**src/rtl/led_7seg_mux_counter.sv**
```systemverilog
// Cascaded BCD up/down counter with a time-multiplexed 7-segment drive.
// One digit is lit at a time; seg/dig are registered one cycle behind.
module led_7seg_mux_counter #(
  parameter int NUM_DIGITS     = 4,
  parameter int CNT_WIDTH      = 24,
  parameter int SCAN_DIV       = 16,
  parameter int SEG_ACTIVE_LOW = 0,
  parameter int DIG_ACTIVE_LOW = 1,
  parameter int BLANK_LZ       = 1
) (
  input  logic                    clk,
  input  logic                    rst_n,
  input  logic                    en,
  input  logic                    up,
  input  logic                    clr,
  input  logic [NUM_DIGITS-1:0]   dp,
  output logic [7:0]              seg,
  output logic [NUM_DIGITS-1:0]   dig,
  output logic [4*NUM_DIGITS-1:0] value,
  output logic                    wrap
);

  localparam int IW = (NUM_DIGITS > 1) ? $clog2(NUM_DIGITS) : 1;
  localparam logic [7:0] SEG_OFF =
    (SEG_ACTIVE_LOW != 0) ? 8'hFF : 8'h00;
  localparam logic [NUM_DIGITS-1:0] DIG_OFF =
    (DIG_ACTIVE_LOW != 0) ? {NUM_DIGITS{1'b1}} : {NUM_DIGITS{1'b0}};

  logic [CNT_WIDTH-1:0]    presc;
  logic                    tick;
  logic [4*NUM_DIGITS-1:0] nxtVal;
  logic                    carry;
  logic [SCAN_DIV-1:0]     scan;
  logic [IW-1:0]           idx;
  logic [NUM_DIGITS-1:0]   blank;
  logic                    lz;
  logic [3:0]              curDig;
  logic                    curDp;
  logic                    curBlank;
  logic [NUM_DIGITS-1:0]   selOh;
  logic [7:0]              segCode;
  logic [7:0]              segRaw;

  assign tick = en & (&presc);

  always_ff @(posedge clk or negedge rst_n) begin
    if (!rst_n) begin
      presc <= '0;
    end else if (en) begin
      presc <= presc + 1'b1;
    end
  end

  // Ripple the step through the digits; carry survives only past terminal digits
  always_comb begin
    nxtVal = value;
    carry  = 1'b1;
    for (int i = 0; i < NUM_DIGITS; i++) begin
      if (carry) begin
        if (up) begin
          if (value[4*i +: 4] == 4'd9) begin
            nxtVal[4*i +: 4] = 4'd0;
          end else begin
            nxtVal[4*i +: 4] = value[4*i +: 4] + 4'd1;
            carry = 1'b0;
          end
        end else begin
          if (value[4*i +: 4] == 4'd0) begin
            nxtVal[4*i +: 4] = 4'd9;
          end else begin
            nxtVal[4*i +: 4] = value[4*i +: 4] - 4'd1;
            carry = 1'b0;
          end
        end
      end
    end
  end

  always_ff @(posedge clk or negedge rst_n) begin
    if (!rst_n) begin
      value <= '0;
      wrap  <= 1'b0;
    end else if (clr) begin
      value <= '0;
      wrap  <= 1'b0;
    end else if (tick) begin
      value <= nxtVal;
      wrap  <= carry;
    end else begin
      wrap  <= 1'b0;
    end
  end

  always_ff @(posedge clk or negedge rst_n) begin
    if (!rst_n) begin
      scan <= '0;
      idx  <= '0;
    end else begin
      scan <= scan + 1'b1;
      if (&scan) begin
        idx <= (idx == IW'(NUM_DIGITS - 1)) ? '0 : idx + 1'b1;
      end
    end
  end

  always_comb begin
    lz    = 1'b1;
    blank = '0;
    for (int k = NUM_DIGITS - 1; k >= 0; k--) begin
      lz = lz & (value[4*k +: 4] == 4'd0);
      if (BLANK_LZ != 0 && k > 0) begin
        blank[k] = lz;
      end
    end
  end

  always_comb begin
    curDig   = 4'd0;
    curDp    = 1'b0;
    curBlank = 1'b0;
    selOh    = '0;
    for (int i = 0; i < NUM_DIGITS; i++) begin
      if (idx == IW'(i)) begin
        curDig   = value[4*i +: 4];
        curDp    = dp[i];
        curBlank = blank[i];
        selOh[i] = 1'b1;
      end
    end
  end

  always_comb begin
    segCode = 8'h00;
    case (curDig)
      4'd0:    segCode = 8'hFC;
      4'd1:    segCode = 8'h60;
      4'd2:    segCode = 8'hDA;
      4'd3:    segCode = 8'hF2;
      4'd4:    segCode = 8'h66;
      4'd5:    segCode = 8'hB6;
      4'd6:    segCode = 8'hBE;
      4'd7:    segCode = 8'hE0;
      4'd8:    segCode = 8'hFE;
      4'd9:    segCode = 8'hF6;
      default: segCode = 8'h00;
    endcase
    segRaw = {curBlank ? 7'd0 : segCode[7:1], curDp};
  end

  always_ff @(posedge clk or negedge rst_n) begin
    if (!rst_n) begin
      seg <= SEG_OFF;
      dig <= DIG_OFF;
    end else begin
      seg <= (SEG_ACTIVE_LOW != 0) ? ~segRaw : segRaw;
      dig <= (DIG_ACTIVE_LOW != 0) ? ~selOh : selOh;
    end
  end

endmodule
```
**config.mk**
```make
export PLATFORM = sky130hd
export DESIGN_NAME = led_7seg_mux_counter
export DESIGN_NICKNAME = d
export VERILOG_FILES = /design/src/rtl/led_7seg_mux_counter.sv
export SDC_FILE = /design/constraint.sdc
export NUM_CORES = 1
export LEC_CHECK = 0
export ABC_AREA = 1
export BUFFER_PORTS_ARGS = -buffer_cell sky130_fd_sc_hd__buf_2
export CAP_MARGIN = 5
export CORE_MARGIN = 1.5
export CORE_UTILIZATION = 45
export CTS_CLUSTER_DIAMETER = 30
export CTS_CLUSTER_SIZE = 8
export DETAILED_ROUTE_END_ITERATION = 16
export PLACE_DENSITY = 0.68
export SETUP_SLACK_MARGIN = 0.2
export SYNTH_ARGS = -nofsm -noshare
export SYNTH_HDL_FRONTEND = slang
export SYNTH_SLANG_ARGS = --single-unit
```
**constraint.sdc**
```tcl
create_clock -name clk -period 2 [get_ports clk]
set_clock_uncertainty 0.15 [all_clocks]
set_input_delay 0.3 -clock clk [delete_from_list [all_inputs] [get_ports clk]]
set_output_delay 0.3 -clock clk [all_outputs]
set_load 0.005 [all_outputs]
```
Word level (Yosys, flattened, before mapping)
Memories as Yosys holds them, arrays and structs flattened.
Index checks and enable logic that the tools add are counted.
Operators by class
  bitwise operators: 4
  reductions and logical operators: 14
  add/sub/neg operators: 11
  mux-type cells: 51
  eq/ne operators: 7
Operator list (count)
  $mux 4: 19
  $mux 16: 2
  $mux 1: 28
  $add 24x1->24 const B: 1
  $reduce_and 24->1: 1
  $add 16x1->16 const B: 1
  $add 4x1->4 const B: 4
  $eq 4x4->1 const B: 4
  $logic_not 4->1: 4
  $reduce_and 16->1: 1
  $sub 4x1->4 const B: 4
  $reduce_bool 2->1: 4
  $mux 7: 1
  $reduce_and 2->1: 3
  $eq 2x2->1 const B: 2
  $not 4->4: 1
  $and 1x1->1: 3
  $add 2x1->2 const B: 1
  $eq 2x1->1 const B: 1
  $logic_not 2->1: 1
  $mux 2: 1
Word-level totals
  output and inout bits: 29
  ROM bits: 112
  memories: 1
  word-level logic and storage cells: 98
  flip-flop bits (word level): 71
Memories
  (name not given): depth 16, bits a word 7, read ports 1, clocked after memory_dff 0, wr ports 0, line 134  | case (curDig)

Logic depth before layout (Yosys ltp)
  depth in word-level cells: 8
  gate-level depth with buffers: 14

Worst setup path before layout
OpenSTA, ideal clock, no wires.
  path type: register to register
  start point: reg idx[0]
  end point: reg seg[4]
  setup slack: -0.013 ns
  cell stages (with the launch flop): 12
  data arrival time: 1.792 ns
  path buffers: 1
  setup time: 0.072 ns
  clock period less this slack: 2.013 ns
  cell sequence: dfrtp_1 -> inv_1 -> ha_1 -> buf_2 -> a21oi_1 -> o21ai_0 -> a21boi_2 -> inv_1 -> ha_1 -> nor2_1 -> nor2_1 -> nor2_1
Between the ends
  longest elaborated chain between the ends: 7
  elaborated cells on any way between the ends: 13
  those cells by class: 3 x eq/ne; 8 x mux; 1 x reduce/logical; 1 x memory
RTL lines
  start: declaration: line 34  | logic [IW-1:0] idx;
  start signal: assignment: line 101  | idx <= (idx == IW'(NUM_DIGITS - 1)) ? '0 : idx + 1'b1;
  $logic_not 2->1: line 123  | if (idx == IW'(i)) begin
  $mux 4 (4 in a row): line 123
  $mem_v2 16x7
  $mux 7 *: line 147  | segRaw = {curBlank ? 7'd0 : segCode[7:1], curDp};
  via segRaw[4]: line 42  | logic [7:0] segRaw;
  end signal: assignment: line 155  | seg <= (SEG_ACTIVE_LOW != 0) ? ~segRaw : segRaw;
  end: declaration: line 17  | output logic [7:0] seg,
Mark *: on every way through the listed nets, which the timed path passes. The rest lies on a longest branch.
A chain may end at the register's enable or synchronous reset.

Worst setup path in the final report
  start point: reg idx[1]
  end point: reg seg[1]
Same word-level chain as after synthesis.

==> key figures <==
Route
  • Pre-Repair DR Iteration Count: 5
  • DR WL/cell: 12.6 um
  • Final WL: 9.08 mm
  • DRC: 0
  • Routed Antenna Nets: 0
  • DRT iter0 DRCs: 154
  • Vias: 3668
  • Drt via density: 5.10

Synthesis
  • Cells after Synth: 544
  • FFs w/ async S/R, synth: 100%
  • Biggest area consumer among synthesized cells: dfrtp_1
  • EDFF count, synth: 0
  • Synth top area share: 39.7%
  • Top-count cell post-synth: nand2_1
  • Mapped Nets: 564
  • Netlist cell types: 31
  • Yosys reg bits: 71
  • Post-synthesis sequential area ratio: 42.2%
  • Commonest cells post-synth: nand2_1, dfrtp_1, nor2_1, inv_1, nand3_1
  • Syn avg cell area: 7.77 um^2
  • Synth Cell Area: 0.00423 mm^2
  • Largest cells by area after synthesis: dfrtp_1, nand2_1, nand3_1, nor2_1, inv_1
  • Synth Flop Type: dfrtp_1
  • Yosys Warn Count: 0

CTS
  • Clock slew at reported path FFs: 70 ps
  • TritonCTS buffer count: 9
  • Root buf cell: clkbuf_8
  • CTS Buffer Depth: 2
  • Clk sinks: 71
  • CTS tree: done
  • CTS HTree Levels: 3
  • Worst-Skew Late Latency: 350 ps

Pwr
  • Pleak: 2.52 nW
  • Switch Pwr: 0.928 mW
  • Sequential share of power: 50.8%
  • Net Sw Frac: 29.1%
  • Internal power: 2.26 mW
  • Combinational Power Share: 13.6%
  • Peak supply drop: 409 uV
  • Pwr dens: 630 mW/mm^2
  • Clock group share of total power: 35.6%

STA
  • Period utilisation layout: 95.9%
  • Max Clk Rate: 0.521 GHz
  • Post-layout min period: 1920 ps
  • TNS Setup: 0 ps
  • Hold Vio Cnt, Final: 0
  • Relative slew slack: 74.6%
  • # setup viols final: 0
  • RSZ-0062 raised after global routing: true
  • Max-slew violation count: 0
  • Final Worst Setup Slack: 81.6 ps
  • Worst-Margin Slew: 381 ps

Global routing
  • First-pass GRT wire length: 15.5 mm
  • Aggregate global routing overflow: 0
  • Tot GR Track Use: 19.3%
  • Initial antenna violation count: 0
  • Met3 Track Usage GR: 4.53%
  • Grt met2 use: 32.7%
  • Busiest grt layer: met2
  • Vias in the first global route: 3409
  • M1 GR Usage: 24.1%
  • Largest net degree at the start of global routing: 72

Setup path
  • CP required: 2130 ps
  • CP Max Fanout: 8
  • Worst EP arrival: 2040 ps
  • WS Path Type: reg -> reg
  • Critical-path cell list: buf_4 -> ha_4 -> a21oi_1 -> o21ai_2 -> nand3_1 -> nand2_2 -> buf_6 -> ha_2 -> inv_1 -> nand2_1 -> nand2_1 -> nor2_1 -> nor2_1
  • Slowest CP cell: dfrtp_1
  • Crit end category: flip-flop
  • Setup crit start kind: flip-flop
  • Crit path largest cell delay: 400 ps

Layout
  • Synth-to-layout area growth: 19.6%
  • Register area: 0.00179 mm^2
  • Share of layout cells above drive strength 1: 25.7%
  • Fillers: 849
  • Multi-input gate area: 0.00234 mm^2
  • Fin nets: 624
  • Non-filler cells, final: 719
  • Inserted Diodes: 0

Floorplan
  • Core area: 0.00915 mm^2
  • Top Ports: 38
  • Starting Density: 46.2%
  • Die Width: 99.9 um
  • Row Count: 35
  • Die Area: 0.00998 mm^2
  • Die height: 99.9 um

Place
  • Cells after DPL: 694
  • GP Congestion: 0.940
  • Worst slack, placed: -19.4 ps
  • Buffers on Ports: 37
  • Detailed Place HPWL: 6.54 mm

Status
  • Outcome: complete, no violations

Min path
  • Hold Path Class: in -> reg

Flow run
  • Max cap viols: 0
## power groups by stage
stage | Clock, mW | Sequential [mW] | Combinational [mW]
global placement | 0 | 1.65 | 0.379
CTS | 1.18 | 1.61 | 0.423
global route | 1.23 | 1.63 | 0.497
detailed placement | 0 | 1.65 | 0.392
floorplan | 0 | 1.63 | 0.288
finish | 1.13 | 1.62 | 0.432
## cell families after synthesis
logic type      Yosys count  synth area share (%)
compound gates           44                  5.60
xor+xnor                 33                  6.84
fa+ha+maj                11                  3.26
buf+inv                  70                  6.63
flops                    71                  42.2
simple gates            315                  35.5
## final timing paths
check                      depth (start not counted)  slack (ps)                from                     to
max in group asynchronous                          3        1010               rst_n       dig[0]$_DFF_PN1_
max                                               13          80  idx[1]$_DFFE_PN0P_       seg[1]$_DFF_PN0_
min in group asynchronous                          3         330               rst_n  value[15]$_DFFE_PN0P_
min reg2reg                                        1         300   scan[0]$_DFF_PN0_      scan[0]$_DFF_PN0_
max reg2reg                                       13          80  idx[1]$_DFFE_PN0P_       seg[1]$_DFF_PN0_
min                                                3          20               dp[3]       seg[0]$_DFF_PN0_
## worst max-delay path, delay by kind of cell, from the launching register on
kind	cells	cell delay [ps]
adders and majority gates	2	340
buffers and inverters	3	310
and+or+nand+nor	6	410
DFF	1	400
AOI/OAI and AO/OA	2	230
## final cells by class
cell class,instances,area share (%)
Timing Repair Buffer,58,7.15
Sequential cell,71,35.4
Inverter,61,4.63
Multi-Input combinational cell,403,46.4
Clock inverter,5,1.16
Tap cell,111,2.75
Clock buffer,10,2.52
## timing repair
item                                    4_1_cts  5_1_grt
hold buffers                                  1        0
pin swaps                                    13        8
gates resized for setup                      20       30
endpoints found under the hold margin        67        0
setup buffers                                 7        2
endpoints found under the setup margin        9       24
## routing by layer
metal | routed length [um] | vias to the layer above
met1 | 4040 | 1716
met2 | 4450 | 92
li1 | - | 1844
met3 | 417 | 16
met5 | 0 | -
met4 | 171 | 0
## state kept, by name, summed over array words and instances (netlist names)
| signal | count |
|---|---|
| dig | 4 |
| presc | 24 |
| value | 16 |
| idx | 2 |
| seg | 8 |
| wrap | 1 |
| scan | 16 |
## metrics by stage
stage / total power [mW] / hold WS (ps) / utilization [%] / instance area, um^2
after global placement: 2.02 / 205 / 50.3 / 4600
after detailed placement: 2.04 / 208 / 50.3 / 4600
after global routing: 3.36 / 39.3 / 55.2 / 5050
after floorplan: 1.92 / -146 / - / 4240
after CTS: 3.22 / 6.71 / 54.0 / 4940
final: 3.18 / 17.3 / 55.2 / 5050
## layout by cell type (no fill, tap or decap), types with 3 or more instances in the layout
cell      synthesis  routed
nor2_1           63      58
nand4_1          10      10
clkbuf_8          0       9
nand2_4           3       4
inv_1            56      51
nand3_4           1       3
o21ai_0          23      20
nand3_1          51      50
ha_1             11       3
nand2_1         140     137
nor2_2           13      10
a21oi_1          16      15
nand2_2          11      13
nor3_1            5       5
dfrtp_1          67      60
dfstp_2           4       4
nor3_2            4       3
o21ai_1           1       3
ha_4              0       6
xnor2_1          15      15
buf_4             0      18
nor2_4            6      14
dfrtp_2           0       7
xor2_1           18      18
buf_2             8      37
inv_2             5       8
Power figures use the tool's default switching activity.
